--- config.mk ---
export PLATFORM = sky130hd
export DESIGN_NAME = pc_unit
export DESIGN_NICKNAME = d
export VERILOG_FILES = /design/src/rtl/pc_unit.sv
export SDC_FILE = /design/constraint.sdc
export NUM_CORES = 1
export LEC_CHECK = 0
export CORE_ASPECT_RATIO = 0.8
export CORE_UTILIZATION = 30
export DETAILED_ROUTE_END_ITERATION = 8
export DONT_BUFFER_PORTS = 1
export GPL_TIMING_DRIVEN = 0
export MAX_ROUTING_LAYER = met4
export PLACE_DENSITY_LB_ADDON = 0.08
export SYNTH_ARGS = -nofsm -noshare
export SYNTH_HDL_FRONTEND = slang
export SYNTH_SLANG_ARGS = --single-unit
--- constraint.sdc ---
create_clock -name clk -period 3.9 [get_ports clk]
set_input_delay 0.78 -clock clk [delete_from_list [all_inputs] [get_ports clk]]
set_output_delay 0.78 -clock clk [all_outputs]
set_load 0.01 [all_outputs]
--- src/rtl/pc_unit.sv ---
// Program-counter unit with a two-state RUN/EXC machine.
// Next-PC selection, exception entry/return, address checking and a retire counter.
module pc_unit #(
  parameter int unsigned ADDR_W     = 32,
  parameter int unsigned IM_AW      = 11,
  parameter logic [31:0] TEXT_BASE  = 32'h0000_3000,
  parameter logic [31:0] EXC_VECTOR = 32'h0000_4180
) (
  input  logic              clk,
  input  logic              reset,
  input  logic              stall,
  input  logic              br_taken,
  input  logic [15:0]       imm16,
  input  logic              jump,
  input  logic [25:0]       idx26,
  input  logic              jr,
  input  logic [ADDR_W-1:0] rs_val,
  input  logic              exc_req,
  input  logic              eret,
  output logic [ADDR_W-1:0] pc,
  output logic [ADDR_W-1:0] pc_plus4,
  output logic [IM_AW-1:0]  im_addr,
  output logic [ADDR_W-1:0] epc,
  output logic              in_exc,
  output logic              addr_err,
  output logic [31:0]       retired
);

  localparam logic [0:0] ST_RUN = 1'b0;
  localparam logic [0:0] ST_EXC = 1'b1;

  localparam logic [ADDR_W-1:0] BASE_A   = ADDR_W'(TEXT_BASE);
  localparam logic [ADDR_W-1:0] VECTOR_A = ADDR_W'(EXC_VECTOR);
  // Range bounds carry one extra bit so the upper limit cannot wrap.
  localparam logic [ADDR_W:0]   RANGE_LO = (ADDR_W+1)'(TEXT_BASE);
  localparam logic [ADDR_W:0]   RANGE_HI = RANGE_LO + ((ADDR_W+1)'(1) << (IM_AW + 2));

  logic [ADDR_W-1:0] pc_r;
  logic [ADDR_W-1:0] epc_r;
  logic [0:0]        state_r;
  logic [31:0]       retired_r;

  logic [ADDR_W-1:0] next_pc_s;
  logic [ADDR_W-1:0] next_epc_s;
  logic [0:0]        next_state_s;
  logic              load_s;
  logic [ADDR_W-1:0] br_off_s;
  logic [ADDR_W-1:0] jump_tgt_s;
  logic [ADDR_W-1:0] diff_s;

  assign pc_plus4   = pc_r + ADDR_W'(4);
  assign br_off_s   = {{(ADDR_W-18){imm16[15]}}, imm16, 2'b00};
  assign jump_tgt_s = (pc_plus4 & ~ADDR_W'(28'hFFF_FFFF)) | ADDR_W'({idx26, 2'b00});
  assign diff_s     = pc_r - BASE_A;
  assign im_addr    = IM_AW'(diff_s >> 2);
  assign addr_err   = (pc_r[1:0] != 2'b00) ||
                      ({1'b0, pc_r} < RANGE_LO) ||
                      ({1'b0, pc_r} >= RANGE_HI);

  assign pc      = pc_r;
  assign epc     = epc_r;
  assign in_exc  = (state_r == ST_EXC);
  assign retired = retired_r;

  // Next-state selection in priority order; stall is the only rule that does not load the PC.
  always_comb begin
    next_pc_s    = pc_r;
    next_epc_s   = epc_r;
    next_state_s = state_r;
    load_s       = 1'b1;
    if ((state_r == ST_RUN) && exc_req) begin
      next_pc_s    = VECTOR_A;
      next_epc_s   = pc_r;
      next_state_s = ST_EXC;
    end else if ((state_r == ST_EXC) && eret) begin
      next_pc_s    = epc_r;
      next_state_s = ST_RUN;
    end else if (stall) begin
      load_s = 1'b0;
    end else if (jr) begin
      next_pc_s = rs_val;
    end else if (jump) begin
      next_pc_s = jump_tgt_s;
    end else if (br_taken) begin
      next_pc_s = pc_plus4 + br_off_s;
    end else begin
      next_pc_s = pc_plus4;
    end
  end

  // State registers with synchronous reset.
  always_ff @(posedge clk) begin
    if (reset) begin
      pc_r      <= BASE_A;
      epc_r     <= '0;
      state_r   <= ST_RUN;
      retired_r <= 32'd0;
    end else begin
      pc_r      <= next_pc_s;
      epc_r     <= next_epc_s;
      state_r   <= next_state_s;
      retired_r <= retired_r + {31'd0, load_s};
    end
  end

endmodule

; ---- Word level (Yosys, flattened, before mapping)
; Index checks and enable logic that the tools add are counted.
[word_totals]
regBits = 97
out_inout_bits = 141
[classes]
muxes = 11
addsub = 4
reduce_logical = 7
order_cmp = 2
eq_ne = 2
bitwise_logic = 2
[ops]
columns = op, count
row1 = two-way mux 32 bit, 5
row2 = adder 32 x 1 -> 32 bit, 1
row3 = "adder 32 x 3 -> 32 bit, second input constant", 1
row4 = adder 32 bit, 1
row5 = "greater-or-equal comparator 32 x 15 -> 1 bit, second input constant", 1
row6 = "< comparator 32 x 14 -> 1 bit, second input constant", 1
row7 = bitwise OR 32 x 28 -> 32 bit, 1
row8 = two-way mux 15 bit, 1
row9 = "subtractor 13 bit, second input constant", 1
row10 = two-way mux 1 bit, 5
row11 = nonzero test 2 bit, 2
row12 = "inequality test 3 x 1 -> 1 bit, second input constant", 1
row13 = logical AND 1 bit, 2
row14 = logical OR 1 bit, 2
row15 = "inequality test 2 x 1 -> 1 bit, second input constant", 1
row16 = OR reduction 2 bit, 1
row17 = inverter 1 bit, 1

; ---- Depth between registers and ports, before layout
; Gate-level depths: netlist of the first run.
[depth]
depth_word = 8
mapped_depth = 18
depth_no_buf = 17

; ---- Least setup slack after synthesis of the first run
; Ideal clock, no wire load.
[synth_path]
path_kind = reg2reg
start = register pc_r[5] (netlist: pc[5])
end = register pc_r[31] (netlist: pc[31])
path_buffers = 1
stages_incl_launch_ff = 18
path_slack_ps = -17
arrival_ps = 3792
setup_time_ps = 125
period_less_slack_ps = 3917
cell_sequence = dfxtp_1 > and4_1 > and3_4 > nand4_4 > or3_4 > nor2_1 > xor2_1 > ha_1 > clkbuf_1 > a21o_1 > a21o_1 > a21oi_1 > o21ai_0 > a21oi_1 > o21ai_1 > or4_1 > o211ai_1 > nor2_1
[synth_between]
elab_chain_cells = 7
[synth_lines]
columns = item, line_no
row1 = from (decl), 38  ; logic [ADDR_W-1:0] pc_r;
row2 = from (signal assigned), 99  ; pc_r <= next_pc_s;
row3 = adder 32 x 3 -> 32 bit, 51  ; assign pc_plus4 = pc_r + ADDR_W'(4);
row4 = via pc_plus4[24], 21  ; output logic [ADDR_W-1:0] pc_plus4,
row5 = adder 32 bit, 85  ; next_pc_s = pc_plus4 + br_off_s;
row6 = two-way mux 32 bit, 84  ; end else if (br_taken) begin
row7 = two-way mux 32 bit, 82  ; end else if (jump) begin
row8 = two-way mux 32 bit, 80  ; end else if (jr) begin
row9 = two-way mux 32 bit, 78  ; end else if (stall) begin
row10 = two-way mux 32 bit, 75  ; end else if ((state_r == ST_EXC) && eret) begin
; The timed path passes the listed nets, and every way through them passes these cells. The select of a mux whose other input is x is not followed.
; A chain may end at the register's enable or synchronous reset.

; ---- Worst setup path in the final report of the first run
[layout_path]
start = register pc_r[6] (netlist: pc[6])
end = register pc_r[26] (netlist: pc[26])
; The elaborated chain is that of the path after synthesis.

==> metrics.md, run 1 <==
| Metric | Value |
|---|---|
| Net Sw Frac | 33.1% |
| Sequential fraction of the synthesis area | 27.7% |
| WP data arrival | 4.12 ns |
| DP Wirelength | 23400 um |
| Cells after synthesis | 932 |
| Final Skew | 0.0113 ns |
| Vias in the first global route | 6863 |
| CTS buffer count | 9 |
| Clock latency on the worst-skew pair | 0.34 ns |
| Avg Cell Area, Syn | 7.52 um2 |
| TritonRoute pass-1 iters | 5 |
| First-pass GRT wire length | 44000 um |
| Status | finished clean |
| Die area | 24000 um2 |
| CTS tree | yes |
| Hold Buf Count CTS | 0 |
| Initial Util | 30.9% |
| Synth Flop Type | dfxtp_1 |
| Layout area overhead | 19.9% |
| Die height | 139 um |
| Clk pwr share | 34.7% |
| Port bufs | 0 |
| Lkg Pwr | 3.12 nW |
| Total grt overflow | 0 |
| Via Count | 7013 |
| Fin. max-slew vios | 0 |
| Dpl ws | -0.737 ns |
| Die width | 173 um |
| Min Hold Slack | 0.524 ns |
| Net Count, Synth | 1054 |
| Clock Sinks | 97 |
| Core area | 22700 um2 |
| Post-route clock period utilization | 99.0% |
| Tot GR Track Use | 25.0% |
| Number of flops mapped to enable cells by yosys | 0 |
| Clock Pin Slew Worst Setup and Hold Paths | 0.07 ns |
| Nets | 1085 |
| Iter 0 DRT Violations | 482 |
| Psw | 930 uW |
| Initial antenna violation count | 1 |
| Mean number of vias per cell | 5.50 |
| Power per Cell Area | 334 nW/um2 |
| Clock root buffer master | clkbuf_16 |
| Layout cells sized above 1 | 14.9% |
| Maximum Capacitance Violations | 0 |
| Seq cells post-synth | 97 |
| Fmax | 259 MHz |
| GPL Wtd Cong | 0.882 |
| DR DRC count | 0 |
| Clock tree buffer depth | 2 |
| Final TNS setup | 0 ns |
| Comb pwr share | 25.3% |
| CP startpoint kind | flip-flop |
| Int Pwr | 1.88 mW |
| Min cycle time layout | 3.86 ns |
| H-tree level count | 3 |
| # setup viols final | 0 |
| CP required | 4.16 ns |
| Slew Limit Headroom | 43.3% |
| Hold path depth | 2 |
| Peak VDD IR | 245 uV |
| CP endpoint kind | flip-flop |
| Setup WS post-layout | 0.0404 ns |
| Share of power burned in registers | 40.0% |
| Total wire length | 29600 um |
| Final Hold Vio Count | 0 |
| Syn Std Cell Area | 7010 um2 |
| RSZ-0062 raised after global routing | true |
| FILL cells | 2456 |
| HP Class | flip-flop to flip-flop |
| Async set-reset flop share out of synthesis | 0% |
| Syn. warnings | 0 |
| Largest net degree at the start of global routing | 23 |
| I/O pins | 223 |
| Site row count | 49 |
| Worst reg2reg path depth | 18 |
| CP Class | flip-flop to flip-flop |
| Distinct cells, synth | 70 |
| Worst-path maximum fanout | 8 |
| Wire per inst | 23.2 um |
| Worst slew pin tran | 0.848 ns |
| Final ANT Viol Nets | 0 |
[path summary, 6_finish.rpt]
| kind | startpoint | endpoint | slack (ns) |
|---|---|---|---|
| worst min-delay path | epc[6] | pc[6] | 0.52 |
| worst max-delay path | pc[6] | pc[26] | 0.04 |
| worst min register to register | epc[6] | pc[6] | 0.52 |
| worst max register to register | pc[6] | pc[26] | 0.04 |
[worst max-delay path: stages (launching register included)]
cell and delay, ns:
dfxtp_4 0.42, and4_4 0.23, and3_4 0.21, nand4_4 0.11
nor2_4 0.20, nand4_1 0.24, xnor2_4 0.24, ha_4 0.32
buf_4 0.12, buf_4 0.11, a21oi_2 0.06, and3_1 0.15
a22oi_2 0.23, a221o_1 0.23, nand3_1 0.14, a211oi_4 0.30
xor2_1 0.18, nor2_1 0.06, o31ai_1 0.20
[layout make-up]
cell class	count	area [um2]	share of cell area (%)
diodes	1	2.50	0.0298
clock buffers	13	280	3.34
well taps	306	383	4.56
plain buffers	64	318	3.78
flip-flops and latches	97	1980	23.6
repair buffers	22	169	2.01
clock inverters	3	46.3	0.551
inverters	19	71.3	0.849
multi-input cells	750	5150	61.3
[cells in the final DEF (no fill, tap or decap), drive strengths merged, types with 10 or more instances in the layout]
cell type,n
buf,48
nor2b,11
o21ai,53
a21oi,102
nand3,39
clkbuf,51
a211oi,15
xor2,35
nand2,147
a21o,12
inv,18
nand4,16
o22ai,11
ha,39
or3,13
and3,18
nand2b,10
xnor2,39
dfxtp,97
nor2,81
o211ai,13
[registers in the layout, summed over array words and instances (netlist names)]
signal   count
in_exc       1
pc          32
epc         32
retired     32
[power by group through the flow]
| stage | clock [mW] | sequential [mW] | combinational (mW) |
|---|---|---|---|
| floorplan | 0 | 1.10 | 0.467 |
| global placement | 0 | 1.14 | 0.632 |
| detailed placement | 0 | 1.14 | 0.630 |
| CTS | 1.00 | 1.12 | 0.672 |
| global route | 1.04 | 1.13 | 0.780 |
| finish | 0.974 | 1.12 | 0.710 |
[Yosys cell counts (16+ instances only)]
master,instances,area [um2]
ha_1,39,488
nand3_1,37,185
nor2_1,79,297
dfxtp_1,97,1940
xnor2_1,37,324
and3_1,16,100
o21ai_0,49,245
a21oi_1,102,510
xor2_1,35,307
nand2_1,147,552
inv_1,17,63.8
clkbuf_1,41,154
[stage by stage]
step	utilization, %	power (mW)	cells	cell area [um2]
after floorplan	-	1.57	932	7010
after global placement	32.6	1.77	1238	7400
after detailed placement	32.6	1.77	1238	7400
after CTS	35.8	2.80	1265	8120
after global routing	37.0	2.95	1275	8400
final	37.0	2.81	1275	8400
[cells by family (layout without fill, tap and decap cells)]
kind of cell               count (synthesis)  in the layout  synth area share (%)
muxes                                      9              9                  1.29
DFF                                       97             97                  27.7
buffers and inverters                     85            121                  5.36
AOI/OAI and AO/OA                        262            262                  23.7
other                                      0              1                     0
adders and majority gates                 40             40                  7.25
xor gates and xnor gates                  74             74                  9.63
and+or+nand+nor                          365            365                  25.1
[routing by layer]
metal | track usage, % | up-vias | part of all wire, %
met3 | 8.50 | 25 | 10
li1 | - | 3387 | -
met5 | - | - | 0
met1 | 33.4 | 3343 | 46
met2 | 36.8 | 258 | 43
met4 | 3.77 | 0 | 1.1
[repair_timing]
action,4_1_cts,5_1_grt
buffers inserted,12,10
gates resized for setup,70,39
setup endpoints to repair,20,16
pin swaps,15,20
Power figures use the tool's default switching activity.
==> inputs of run 2 (changes only) <==
- clock period: 3.9 -> 4.7 ns (I/O delays scaled with it)
==> run 2 against run 1 <==
- routed wire length down 1.6%
- power down 21%
- fmax down 12%
- critical path depth down 1
- hold slack better by 0.0032 ns
- combinational power down 25%
- largest cell class unchanged
- sequential cell count unchanged
- cell count down 1.5%
- global-route usage down 0.10 points
- setup slack better by 0.26 ns
- critical endpoint is now pc[31]
- design area down 7.8%
- via count down 2.1%
==> metrics.md, run 2 (same netlist as run 1, synthesis figures left out) <==
| Metric | Value |
|---|---|
| Commonest non-fill, non-tap cell in the layout | nand2_1 |
| Iter 0 DRT Violations | 534 (+11%) |
| Final Hold Vio Count | 0 (unchanged) |
| DP Wirelength | 23400 um (+0.26%) |
| Nets | 1066 (-1.8%) |
| Largest net degree at the start of global routing | 23 (unchanged) |
| Die width | 173 um (unchanged) |
| Fin. max-slew vios | 0 (unchanged) |
| Comb pwr share | 24.0% (-1.3 points) |
| Post-route clock period utilization | 93.6% (-5.4 points) |
| Port bufs | 0 (unchanged) |
| CTS buffer count | 9 (unchanged) |
| Wire per inst | 23.2 um (-0.13%) |
| Lkg Pwr | 2.87 nW (-7.8%) |
| Layout area overhead | 10.5% |
| Initial Util | 30.9% (unchanged) |
| Min Hold Slack | 0.527 ns (+0.00315 ns) |
| CP Class | flip-flop to flip-flop |
| Clock root buffer master | clkbuf_16 |
| Die height | 139 um (unchanged) |
| Max stage delay cell, worst path | dfxtp_1 |
| FILL cells | 2492 (+1.5%) |
| H-tree level count | 3 (unchanged) |
| # setup viols final | 0 (unchanged) |
| Psw | 751 uW (-19%) |
| DR DRC count | 0 (unchanged) |
| TritonRoute pass-1 iters | 5 (unchanged) |
| Worst slew pin tran | 0.821 ns (-0.0269 ns) |
| Clock Sinks | 97 (unchanged) |
| Share of power burned in registers | 42.1% (+2.1 points) |
| Layout cells sized above 1 | 6.96% (-7.9 points) |
| Final ANT Viol Nets | 0 (unchanged) |
| Largest delay share family, worst path | simple AND/OR/NAND/NOR gates |
| Clock latency on the worst-skew pair | 0.35 ns (about the same) |
| Status | finished clean |
| Mean number of vias per cell | 5.47 (-0.60%) |
| Peak VDD IR | 184 uV (-25%) |
| Total grt overflow | 0 (unchanged) |
| Max incr delay on CP | 0.59 ns (+0.17 ns) |
| Multi-input logic area | 4740 um2 (-8.0%) |
| WP data arrival | 4.63 ns (+0.51 ns) |
| HP Class | flip-flop to flip-flop |
| Tot GR Track Use | 24.9% (-0.10 points) |
| Die area | 24000 um2 (unchanged) |
| Total wire length | 29100 um (-1.6%) |
| Int Pwr | 1.45 mW (-22%) |
| Clock tree buffer depth | 2 (unchanged) |
| GPL Wtd Cong | 0.909 (+3.0%) |
| I/O pins | 223 (unchanged) |
| Min cycle time layout | 4.40 ns (+0.539 ns) |
| Fmax | 227 MHz (-12%) |
| CP startpoint kind | flip-flop |
| Initial antenna violation count | 2 (+1) |
| CP bufs+invs | 1 (-1) |
| Via Count | 6867 (-2.1%) |
| First-pass GRT wire length | 43600 um (-1.0%) |
| Final Skew | 0.00922 ns (-0.00209 ns) |
| Worst-path maximum fanout | 7 (-1) |
| Cell chain of the critical path | and4_1 > and3_4 > nand4_2 > or3_4 > nor2_1 > xor2_2 > ha_1 > clkbuf_1 > a21o_1 > a21o_1 > a21oi_1 > o21ai_0 > a21oi_2 > o21ai_1 > or4_1 > o211ai_1 > nor2_1 |
| Net Sw Frac | 34.0% (+0.91 points) |
| CP endpoint kind | flip-flop |
| Maximum Capacitance Violations | 0 (unchanged) |
| Vias in the first global route | 6651 (-3.1%) |
| Placed instance count | 1238 (unchanged) |
| CTS tree | yes |
| Slew Limit Headroom | 45.1% (+1.8 points) |
| Clk pwr share | 33.9% (-0.8 points) |
| Finished Layout Cells | 1256 (-1.5%) |
| Final TNS setup | 0 ns (unchanged) |
| CP required | 4.93 ns (+0.77 ns) |
| Power per Cell Area | 285 nW/um2 (-15%) |
| Dpl ws | 0.00533 ns (+0.743 ns) |
| Clock Pin Slew Worst Setup and Hold Paths | 0.07 ns (about the same) |
| Reg area | 1950 um2 (-1.7%) |
| Site row count | 49 (unchanged) |
| Core area | 22700 um2 (unchanged) |
| Setup WS post-layout | 0.301 ns (+0.261 ns) |
| Most frequent cells in the layout | nand2_1 (147), a21oi_1 (101), dfxtp_1 (93) |
==> run 2: cell types whose count changed in the layout (fill, tap and decap cells not counted), sizes merged <==
cell / previous run / this run
buf: 48 / 25
clkbuf: 51 / 52
clkinvlp: 1 / 3
diode: 1 / 2
==> run 2: routing by layer <==
metal  wire [um]  up-vias  global-route usage [%]
met3        3080       16                    9.92
met4         199        0                    3.21
met1       13400     3252                    33.1
li1            -     3351                       -
met2       12400      248                    35.9
met5           0        -                       -
==> run 2: metrics by stage <==
| step | cell area, um2 | utilization [%] | total power [mW] |
|---|---|---|---|
| final | 7740 | 34.1 | 2.21 |
| after global routing | 7740 | 34.1 | 2.32 |
| after CTS | 7680 | 33.9 | 2.22 |
| after detailed placement | 7390 | 32.6 | 1.47 |
| after global placement | 7390 | 32.6 | 1.47 |
| after floorplan | 7010 | - | 1.30 |
==> run 2: worst paths after layout <==
kind / startpoint / endpoint / slack, ns / depth (start not counted)
max: pc[16] / pc[31] / 0.30 / 17
min: epc[5] / epc[5] / 0.53 / 2
max reg2reg: pc[16] / pc[31] / 0.30 / 17
min reg2reg: epc[5] / epc[5] / 0.53 / 2
==> run 2: area by class of cell <==
cell class              instances  area share, %
plain buffers                  66           3.96
inverters                      19          0.921
multi-input cells             750           61.2
clock inverters                 5          0.743
flip-flops and latches         97           25.1
well taps                     306           4.94
clock buffers                  10           2.96
repair buffers                  1         0.0969
diodes                          2         0.0646
==> run 2: worst min-delay path: stages (launching register included) <==
cell,delay [ns]
dfxtp_1,0.36
nand2_1,0.07
a21oi_1,0.05
==> run 2: what timing repair did <==
item                       4_1_cts  5_1_grt
hold buffers                     0        0
resized for setup                1       11
buffers inserted                 0        1
setup endpoints to repair        1        4
==> run 2: power by group through the flow <==
stage,clock [mW],combinational (mW),sequential (mW)
after floorplan,0,0.387,0.916
after global placement,0,0.525,0.947
after detailed placement,0,0.522,0.947
after CTS,0.769,0.525,0.927
after global routing,0.801,0.586,0.933
final,0.748,0.529,0.928
